$ cat config.mk
export PLATFORM = sky130hd
export DESIGN_NAME = muldiv_sequencer
export DESIGN_NICKNAME = d
export VERILOG_FILES = /design/src/rtl/muldiv_sequencer.sv
export SDC_FILE = /design/constraint.sdc
export NUM_CORES = 1
export LEC_CHECK = 0
export CORE_MARGIN = 3
export CORE_UTILIZATION = 50
export DETAILED_ROUTE_END_ITERATION = 6
export PLACE_DENSITY_LB_ADDON = 0.1
export SKIP_LAST_GASP = 1
export SYNTH_ARGS = -nofsm -noshare
export SYNTH_HDL_FRONTEND = slang
export SYNTH_SLANG_ARGS = --single-unit
$ cat constraint.sdc
create_clock -name clk -period 3.3 [get_ports clk]
set_input_delay 0.99 -clock clk [delete_from_list [all_inputs] [get_ports clk]]
set_output_delay 0.99 -clock clk [all_outputs]
set_load 0.02 [all_outputs]
$ cat src/rtl/muldiv_sequencer.sv
// Multi-cycle HI/LO unit: MULTU, DIVU, MTHI and MTLO for the MIPS datapath.
// MULTU is shift-add and DIVU is restoring division. Each runs for WIDTH
// cycles, then spends one FINISH cycle pulsing done.
module muldiv_sequencer #(
    parameter int WIDTH = 32
) (
    input  logic             clk,
    input  logic             rst,
    input  logic             start,
    input  logic [1:0]       op,
    input  logic [WIDTH-1:0] inputA,
    input  logic [WIDTH-1:0] inputB,
    output logic             busy,
    output logic             done,
    output logic             divByZero,
    output logic [WIDTH-1:0] hi,
    output logic [WIDTH-1:0] lo
);

    localparam int CW = (WIDTH > 1) ? $clog2(WIDTH) : 1;

    localparam logic [1:0] IDLE   = 2'd0;
    localparam logic [1:0] MUL    = 2'd1;
    localparam logic [1:0] DIV    = 2'd2;
    localparam logic [1:0] FINISH = 2'd3;

    localparam logic [1:0] OP_MULTU = 2'b00;
    localparam logic [1:0] OP_DIVU  = 2'b01;
    localparam logic [1:0] OP_MTHI  = 2'b10;
    localparam logic [1:0] OP_MTLO  = 2'b11;

    logic [1:0]         state_q, state_d;
    logic [WIDTH-1:0]   hi_q, hi_d, lo_q, lo_d;
    logic               dbz_q, dbz_d;
    logic [CW-1:0]      cnt_q, cnt_d;
    logic [2*WIDTH-1:0] acc_q, acc_d;      // product accumulator
    logic [2*WIDTH-1:0] mcand_q, mcand_d;  // multiplicand, shifted left each step
    logic [WIDTH-1:0]   mplier_q, mplier_d;
    logic [WIDTH-1:0]   rem_q, rem_d;
    logic [WIDTH-1:0]   dvd_q, dvd_d;      // dividend shifts out, quotient shifts in
    logic [WIDTH-1:0]   dvs_q, dvs_d;

    logic [2*WIDTH-1:0] mul_sum;
    logic [WIDTH:0]     div_shift;
    logic [WIDTH:0]     div_diff;
    logic               div_ge;
    logic [WIDTH-1:0]   div_rem;
    logic [WIDTH-1:0]   div_quo;
    logic               last;

    // One iteration of the shift-add and restoring-divide datapaths
    always_comb begin
        mul_sum   = acc_q + (mplier_q[0] ? mcand_q : {(2*WIDTH){1'b0}});
        div_shift = {rem_q, dvd_q[WIDTH-1]};
        div_ge    = (div_shift >= {1'b0, dvs_q});
        div_diff  = div_shift - {1'b0, dvs_q};
        div_rem   = div_ge ? div_diff[WIDTH-1:0] : div_shift[WIDTH-1:0];
        div_quo   = {dvd_q[WIDTH-2:0], div_ge};
        last      = (cnt_q == CW'(WIDTH - 1));
    end

    // Next-state logic for the sequencer and the HI/LO registers
    always_comb begin
        state_d  = state_q;
        hi_d     = hi_q;
        lo_d     = lo_q;
        dbz_d    = dbz_q;
        cnt_d    = cnt_q;
        acc_d    = acc_q;
        mcand_d  = mcand_q;
        mplier_d = mplier_q;
        rem_d    = rem_q;
        dvd_d    = dvd_q;
        dvs_d    = dvs_q;
        case (state_q)
            IDLE: begin
                if (start) begin
                    case (op)
                        OP_MULTU: begin
                            mcand_d  = {{WIDTH{1'b0}}, inputA};
                            mplier_d = inputB;
                            acc_d    = '0;
                            cnt_d    = '0;
                            dbz_d    = 1'b0;
                            state_d  = MUL;
                        end
                        OP_DIVU: begin
                            if (inputB == '0) begin
                                // No iterations; report through the FINISH pulse.
                                dbz_d   = 1'b1;
                                state_d = FINISH;
                            end else begin
                                dvd_d   = inputA;
                                dvs_d   = inputB;
                                rem_d   = '0;
                                cnt_d   = '0;
                                dbz_d   = 1'b0;
                                state_d = DIV;
                            end
                        end
                        OP_MTHI: hi_d = inputA;
                        OP_MTLO: lo_d = inputA;
                        default: ;
                    endcase
                end
            end
            MUL: begin
                acc_d    = mul_sum;
                mcand_d  = mcand_q << 1;
                mplier_d = mplier_q >> 1;
                if (last) begin
                    hi_d    = mul_sum[2*WIDTH-1:WIDTH];
                    lo_d    = mul_sum[WIDTH-1:0];
                    state_d = FINISH;
                end else begin
                    cnt_d = cnt_q + 1'b1;
                end
            end
            DIV: begin
                rem_d = div_rem;
                dvd_d = div_quo;
                if (last) begin
                    hi_d    = div_rem;
                    lo_d    = div_quo;
                    state_d = FINISH;
                end else begin
                    cnt_d = cnt_q + 1'b1;
                end
            end
            FINISH:  state_d = IDLE;
            default: state_d = IDLE;
        endcase
    end

    // State registers with synchronous reset that abandons any operation
    always_ff @(posedge clk) begin
        if (rst) begin
            state_q  <= IDLE;
            hi_q     <= '0;
            lo_q     <= '0;
            dbz_q    <= 1'b0;
            cnt_q    <= '0;
            acc_q    <= '0;
            mcand_q  <= '0;
            mplier_q <= '0;
            rem_q    <= '0;
            dvd_q    <= '0;
            dvs_q    <= '0;
        end else begin
            state_q  <= state_d;
            hi_q     <= hi_d;
            lo_q     <= lo_d;
            dbz_q    <= dbz_d;
            cnt_q    <= cnt_d;
            acc_q    <= acc_d;
            mcand_q  <= mcand_d;
            mplier_q <= mplier_d;
            rem_q    <= rem_d;
            dvd_q    <= dvd_d;
            dvs_q    <= dvs_d;
        end
    end

    // Status and result outputs
    always_comb begin
        busy      = (state_q != IDLE);
        done      = (state_q == FINISH);
        divByZero = dbz_q;
        hi        = hi_q;
        lo        = lo_q;
    end

endmodule

==> flow_metrics.env <==
export IMPL_crit_required_ns=3.72
export IMPL_core_area_um2=39800
export IMPL_grt_pass1_wl_um=119000
export IMPL_cts_hold_fix_buffers=0
export IMPL_die_area_um2=42900
export IMPL_finish_utilization_pct=71.6
export IMPL_grt_usage_pct=34.2
export IMPL_yosys_warnings=0
export IMPL_synth_ff_type="dfxtp_1"
export IMPL_seq_area_um2=6580
export IMPL_min_period_ns=3.49
export IMPL_viasPerCell=6.03
export IMPL_synth_edf_count=0
export IMPL_async_flop_share_pct=0
export IMPL_status="complete, but fails checks"
export IMPL_setup_violations=43
export IMPL_antenna_found_initial=0
export IMPL_grt_max_degree=146
export IMPL_clock_skew_ns=0.0191
export IMPL_routedWlPerCell_um=21.5
export IMPL_hold_viol=0
export IMPL_drt_iter0_markers=2068
export IMPL_slew_violations=0
export IMPL_ant_nets=0
export IMPL_cts_tree="yes"
export IMPL_fmax_mhz=286
export IMPL_cts_max_path_buffers=3
export IMPL_place_gp_congestion=1.00
export IMPL_syn_area_um2=20200
export IMPL_endpoint_kind="flop"
export IMPL_fin_nets=3311
export IMPL_clk_latency_ns=0.58
export IMPL_violations="negative setup slack"
export IMPL_rsz0062_at_grt="yes"
export IMPL_critPathLaunchType="flop"
export IMPL_die_w_um=207
export IMPL_worst_slew_pin_slew_ns=0.797
export IMPL_synth_distinct_cells=79
export IMPL_worstSetupPathType="reg -> reg"
export IMPL_grt_pass1_vias=21100
export IMPL_synth_nets=2838
export IMPL_rows=73
export IMPL_ys_seq_elements=328
export IMPL_drc=0
export IMPL_initial_utilization_pct=50.8
export IMPL_cts_buffers=39
export IMPL_syn_avg_cell_area_um2=7.59
export IMPL_port_buffers=135
export IMPL_htreeDepth=2
export IMPL_insertedDiodeCount=0
export IMPL_power_mw=21.4
export IMPL_vias=22300
export IMPL_fillCellCount=3212
export IMPL_critPathMaxFanout=10
export IMPL_worst_slack_ns=-0.194
export IMPL_p_leak_nw=11.5
export IMPL_cts_sinks=328
export IMPL_cts_root_buf="clkbuf_16"
export IMPL_synth_seq_area_share_pct=32.5
export IMPL_grt_overflow=0
export IMPL_drive_gt1_share_pct=26.5
export IMPL_synthCells=2666
export IMPL_hold_path_class="reg -> reg"
export IMPL_routed_wl_um=79300
export IMPL_cp_arrival_ns=3.91
export IMPL_multi_input_area_um2=14200
export IMPL_path_clk_slew_ns=0.06
export IMPL_cap_violations=0
export IMPL_die_y_um=207
export IMPL_syn2layout_area_growth_pct=41.0
export IMPL_slew_headroom_pct=46.9
export IMPL_p_per_area_nw_per_um2=750
export IMPL_place_hpwl_um=57500
export IMPL_fin_crit_sh_pct=106
export IMPL_io_pins=136
export IMPL_ir_worst_vdd_v=0.000936
export IMPL_dr_pass1_iters=6
[per-layer routing]
layer  GRT usage [%]  share of wire [%]
met1            46.6                 43
met2            54.3                 45
met3            7.38                8.2
met4            11.0                3.4
met5               0                  0
[kinds of logic after synthesis]
logic type	synth area share [%]
AND/OR/NAND/NOR	22.3
AO/OA/AOI/OAI	25.3
flip-flops	32.5
buffers and inverters	5.27
adder cells (fa/ha/maj)	6.44
multiplexers	4.70
XOR/XNOR	3.55
[what timing repair did]
action                     CTS  global route
pin swaps                   42           130
setup endpoints to repair   63            93
buffers inserted            15            36
gates cloned                 0             2
gates resized for setup     92           239
[final timing paths]
| check | end | slack (ns) | start | cells after the start |
|---|---|---|---|---|
| max reg2reg | hi[28]$_SDFFE_PP0P_ | -0.19 | mplier_q[0]$_SDFFE_PP0P_ | 16 |
| min | mcand_q[63]$_SDFFE_PP0P_ | 0.46 | mcand_q[63]$_SDFFE_PP0P_ | 2 |
| max | hi[28]$_SDFFE_PP0P_ | -0.19 | mplier_q[0]$_SDFFE_PP0P_ | 16 |
| min reg2reg | mcand_q[63]$_SDFFE_PP0P_ | 0.46 | mcand_q[63]$_SDFFE_PP0P_ | 2 |
[layout make-up]
| class | count | area share (%) |
|---|---|---|
| clock buffers | 53 | 3.85 |
| clock inverters | 17 | 0.960 |
| repair buffers | 632 | 19.3 |
| well taps | 525 | 2.30 |
| flip-flops and latches | 328 | 23.1 |
| inverters | 69 | 0.908 |
| multi-input cells | 2069 | 49.7 |
[through the flow]
stage | setup WS, ns | hold WS (ns) | setup TNS, ns | area (um^2) | instances
after floorplan | 0.0554 | 0.432 | 0 | 20200 | 2666
after global placement | -0.351 | 0.439 | -28.17 | 25200 | 3577
after detailed placement | -0.436 | 0.444 | -32.86 | 25200 | 3577
after CTS | -0.121 | 0.452 | -1.78 | 27100 | 3661
after global routing | -0.259 | 0.477 | -8.32 | 28500 | 3693
final | -0.194 | 0.456 | -2.65 | 28500 | 3693
[cell usage after synthesis, types with 13 or more instances]
master | count | area [um^2]
nand2_1 | 396 | 1490
dfxtp_1 | 328 | 6570
a21oi_1 | 301 | 1510
nor2_1 | 294 | 1100
clkbuf_1 | 154 | 578
ha_1 | 101 | 1260
nand3_1 | 96 | 480
a211oi_1 | 91 | 683
mux2i_1 | 86 | 861
o21ai_0 | 77 | 385
and2_1 | 75 | 469
inv_1 | 69 | 259
a311oi_1 | 53 | 464
xnor2_1 | 51 | 447
a21o_1 | 50 | 375
nand4_1 | 35 | 219
xor2_1 | 31 | 272
buf_1 | 23 | 86.3
nor3_1 | 23 | 115
o21bai_1 | 23 | 173
a31oi_1 | 18 | 113
buf_2 | 18 | 90.1
o21a_1 | 18 | 135
nand2b_1 | 16 | 100
nor4_1 | 16 | 100
o31ai_1 | 15 | 113
a22oi_1 | 14 | 105
and3_1 | 13 | 81.3
[state kept, by name (all words and copies together), names as in the netlist]
name       count
acc_q         64
cnt_q          5
divByZero      1
dvd_q         32
dvs_q         32
hi            32
lo            32
mcand_q       64
mplier_q      32
rem_q         32
state_q        2
[layout by cell type, fill, tap and decap left out, drive strengths merged, types with 8 or more instances in the layout]
| master | instances |
|---|---|
| ha | 101 |
| clkbuf | 55 |
| clkdlybuf4s50 | 133 |
| a311o | 8 |
| o211ai | 12 |
| or3 | 10 |
| nand2b | 16 |
| dfxtp | 328 |
| mux2i | 86 |
| nand2 | 397 |
| nand3 | 98 |
| a31oi | 19 |
| o21ai | 87 |
| nor2b | 12 |
| o41ai | 9 |
| and2 | 75 |
| xor2 | 31 |
| o22ai | 8 |
| a22oi | 14 |
| o21a | 18 |
| nor2 | 294 |
| o21bai | 23 |
| nand4 | 35 |
| and3 | 13 |
| nor3 | 23 |
| buf | 496 |
| a211oi | 93 |
| nor4 | 16 |
| a21o | 50 |
| inv | 72 |
| a21oi | 304 |
| a221oi | 13 |
| o31ai | 17 |
| a311oi | 55 |
| xnor2 | 51 |
| mux2 | 8 |
[critical path: stages, from the launching register on]
cell and delay, ns:
dfxtp_4 0.39, buf_6 0.15, buf_12 0.14, and2_4 0.14, ha_4 0.29, buf_6 0.12, nand4_1 0.21, buf_4 0.23
nor4_4 0.33, o21ai_4 0.13, a21oi_4 0.26, buf_6 0.16, a31oi_4 0.10, xnor2_2 0.17, buf_4 0.16, a221oi_2 0.25
a211oi_2 0.10
[power breakdown]
group,total (mW),switching (mW),internal [mW]
Combinational,11.5,6.88,4.66
Sequential,5.14,0.497,4.64
Clock,4.71,1.83,2.88
No activity file was read; power rests on OpenSTA's default activity.
==> RTL change: new RTL, same flow settings <==
Take the reset off `lo_q` and load it in a clocked block of its own.
--- a/src/rtl/muldiv_sequencer.sv
+++ b/src/rtl/muldiv_sequencer.sv
@@ -137,7 +137,6 @@
         if (rst) begin
             state_q  <= IDLE;
             hi_q     <= '0;
-            lo_q     <= '0;
             dbz_q    <= 1'b0;
             cnt_q    <= '0;
             acc_q    <= '0;
@@ -149,7 +148,6 @@
         end else begin
             state_q  <= state_d;
             hi_q     <= hi_d;
-            lo_q     <= lo_d;
             dbz_q    <= dbz_d;
             cnt_q    <= cnt_d;
             acc_q    <= acc_d;
@@ -159,6 +157,10 @@
             dvd_q    <= dvd_d;
             dvs_q    <= dvs_d;
         end
+    end
+
+    always_ff @(posedge clk) begin
+        lo_q <= lo_d;
     end
 
     // Status and result outputs
Function: not settled (the Yosys comparison gave no result); the edit may change what the design does.
==> RTL change against the original RTL <==
Largest power group unchanged. Global-route usage decreased by 1.1 points. Total power decreased by 7.8%. Clock skew decreased by 0.0075 ns. The flow still finishes with violations (setup timing). Synthesized area decreased by 1.7%. Routed wire length decreased by 9.2%. Sequential cell count unchanged. Final area decreased by 4.7%. Setup slack improved by 0.050 ns. Sequential share of layout area increased by 2.3 points. Clock power decreased by 7.4%.
==> RTL change: results (changes against the original RTL) <==
| Metric | Value |
|---|---|
| Status | `complete, but fails checks (unchanged)` |
| Failing checks | `setup timing (unchanged)` |
| Post-Synth Adder-Cell Area | `0.0656 (was 0.0644)` |
| IO Port Bufs | `135 (unchanged)` |
| Routability-driven placement congestion ratio | `1.02 (was 1.00)` |
| Met3 Track Usage GR | `0.0522 (was 0.0738)` |
| Cells on worst reg2reg path | `15 (was 16)` |
| Ys flop type | `dfxtp_1 (unchanged)` |
| Crit-path max FO | `3 (was 10)` |
| Htree depth | `2 (unchanged)` |
| Worst Max-Slew Pin Slew | `1.16 ns (was 0.797 ns)` |
| Worst vdd ir | `0.000601 V (was 0.000936 V)` |
| Placed cells | `3401 (was 3577)` |
| Largest net degree at the start of global routing | `178 (was 146)` |
| Multiplexer area fraction after synthesis | `0.0614 (was 0.0470)` |
| Post-Synth XOR/XNOR Area | `0.0342 (was 0.0355)` |
| Critical path data arrival time | `3.92 ns (was 3.91 ns)` |
| Compound-Gate Fraction of Synth Area | `0.230 (was 0.253)` |
| CTS root buffer | `clkbuf_16 (unchanged)` |
| Synth async-reset ratio | `0 (unchanged)` |
| Critical Path End Type | `flop (unchanged)` |
| DP Wirelength | `52700 µm (was 57500 µm)` |
| Syn_nets | `2703 (was 2838)` |
| R2R Path End | `hi[26] (was hi[28])` |
| Layout net count | `3133 (was 3311)` |
| WL final | `72000 µm (was 79300 µm)` |
| Clock buffer depth | `3 (unchanged)` |
| Final-report setup violation count | `12 (was 43)` |
| Clock transition at path regs | `0.06 ns (about the same)` |
| First-pass GRT wire length | `111000 µm (was 119000 µm)` |
| Synth cell types | `85 (was 79)` |
| Vias in the first global route | `19900 (was 21100)` |
| GR Util met2 | `0.517 (was 0.543)` |
| Sequential share of the synthesized area | `0.346 (was 0.325)` |
| Clock latency on the worst-skew pair | `0.57 ns` |
| Worst reg2reg startpoint | `mplier_q[0] (unchanged)` |
| Layout Skew | `0.0116 ns (was 0.0191 ns)` |
| Commonest cells post-synth | `nand2_1, nor2_1, dfxtp_1 (was nand2_1, dfxtp_1, a21oi_1)` |
| Final worst slack | `-0.144 ns (was -0.194 ns)` |
| Share of layout cells above drive strength 1 | `0.229 (was 0.265)` |
| Finished Layout Cells | `3506 (was 3693)` |
| Vias per cell | `5.91 (was 6.03)` |
| Leakage | `10.9 nW (was 11.5 nW)` |
| Critical Path Source Type | `flop (unchanged)` |
| Hold Crit Class | `reg -> reg (unchanged)` |
| Initial antenna violation count | `2 (was 0)` |
| Fin. Hold Viols | `0 (unchanged)` |
| TritonCTS Buffers | `38 (was 39)` |
| Syn_area_per_cell | `7.86 µm² (was 7.59 µm²)` |
| Filler Cells Inserted | `3199 (was 3212)` |
| Pre-Repair DR Iteration Count | `6 (unchanged)` |
| Main area contributors after synthesis | `dfxtp_1, ha_1, nand2_1 (was dfxtp_1, a21oi_1, nand2_1)` |
| Total GRT Usage | `0.331 (was 0.342)` |
| Largest registers | `acc_q: 64 flops, mcand_q: 64 flops (unchanged)` |
| DRT iter0 DRCs | `1683 (was 2068)` |
| EDFF count, synth | `32 (was 0)` |
| M1 GR Usage | `0.469 (was 0.466)` |
-- RTL change: power by group --
part | switching [mW] | internal (mW)
sequential | 0.440 | 4.90
clock | 1.72 | 2.64
combinational | 5.65 | 4.38
-- RTL change: worst min-delay path by stage --
stage | start | end | slack [ns] | depth (start not counted)
final | hi[14] | hi[14] | 0.45 | 2
after global placement | hi[10] | hi[10] | 0.44 | 1
after floorplan | mcand_q[63] | mcand_q[63] | 0.43 | 2
after CTS | hi[14] | hi[14] | 0.45 | 2
after global routing | hi[14] | hi[14] | 0.47 | 2
after detailed placement | hi[8] | hi[8] | 0.44 | 1
-- RTL change: layout make-up --
type                    instances  area (µm²)  share of cell area
well taps                     518         648              0.0238
diodes                          1        2.50           0.0000920
multi-input cells            1968       13300               0.491
clock inverters                 9         146             0.00538
clock buffers                  57        1110              0.0409
inverters                      69         262             0.00962
flip-flops and latches        328        6890               0.253
repair buffers                556        4780               0.176
-- RTL change: what timing repair did --
item	in CTS	in global routing
cloned	0	0
endpoints found under the setup margin	50	99
gates resized for setup	81	165
buffers inserted	20	21
pin swaps	38	52
-- RTL change: cells by family (layout without fill, tap and decap cells) --
family / count (synthesis) / after routing
AOI/OAI and AO/OA: 711 / 711
xor gates and xnor gates: 76 / 76
adders and majority gates: 103 / 103
buffers and inverters: 235 / 691
DFF: 328 / 328
muxes: 121 / 121
other: 0 / 1
and+or+nand+nor: 957 / 957
-- RTL change: through the flow --
stage                     cell area (µm²)  worst slack [ns]  power (mW)  TNS, ns  hold WS (ns)
after CTS                           26200           -0.0712        18.9  -0.0965         0.455
after floorplan                     19900           0.00287        10.3        0         0.427
final                               27200            -0.144        19.7   -0.674         0.452
after global placement              24400            -0.569        14.1   -43.48         0.437
after detailed placement            24400            -0.577        14.3   -46.36         0.438
after global routing                27200            -0.267        20.6    -6.36         0.469
-- RTL change: layer usage --
layer,routed length [µm],vias to the layer above
li1,-,9915
met2,31800,795
met5,0,-
met3,5580,138
met1,32400,9859
met4,2270,0
-- RTL change: critical path, cell delays in order, from the launching register on --
cell and delay (ns):
dfxtp_4 0.37, and2_4 0.15, ha_4 0.13, inv_2 0.04, fa_2 0.39, nor2b_2 0.14, o31a_1 0.25, o31ai_4 0.12
a211oi_2 0.28, buf_4 0.17, o21ai_4 0.07, o211ai_1 0.29, a21oi_2 0.10, buf_4 0.15, or4b_4 0.51, a311oi_1 0.20
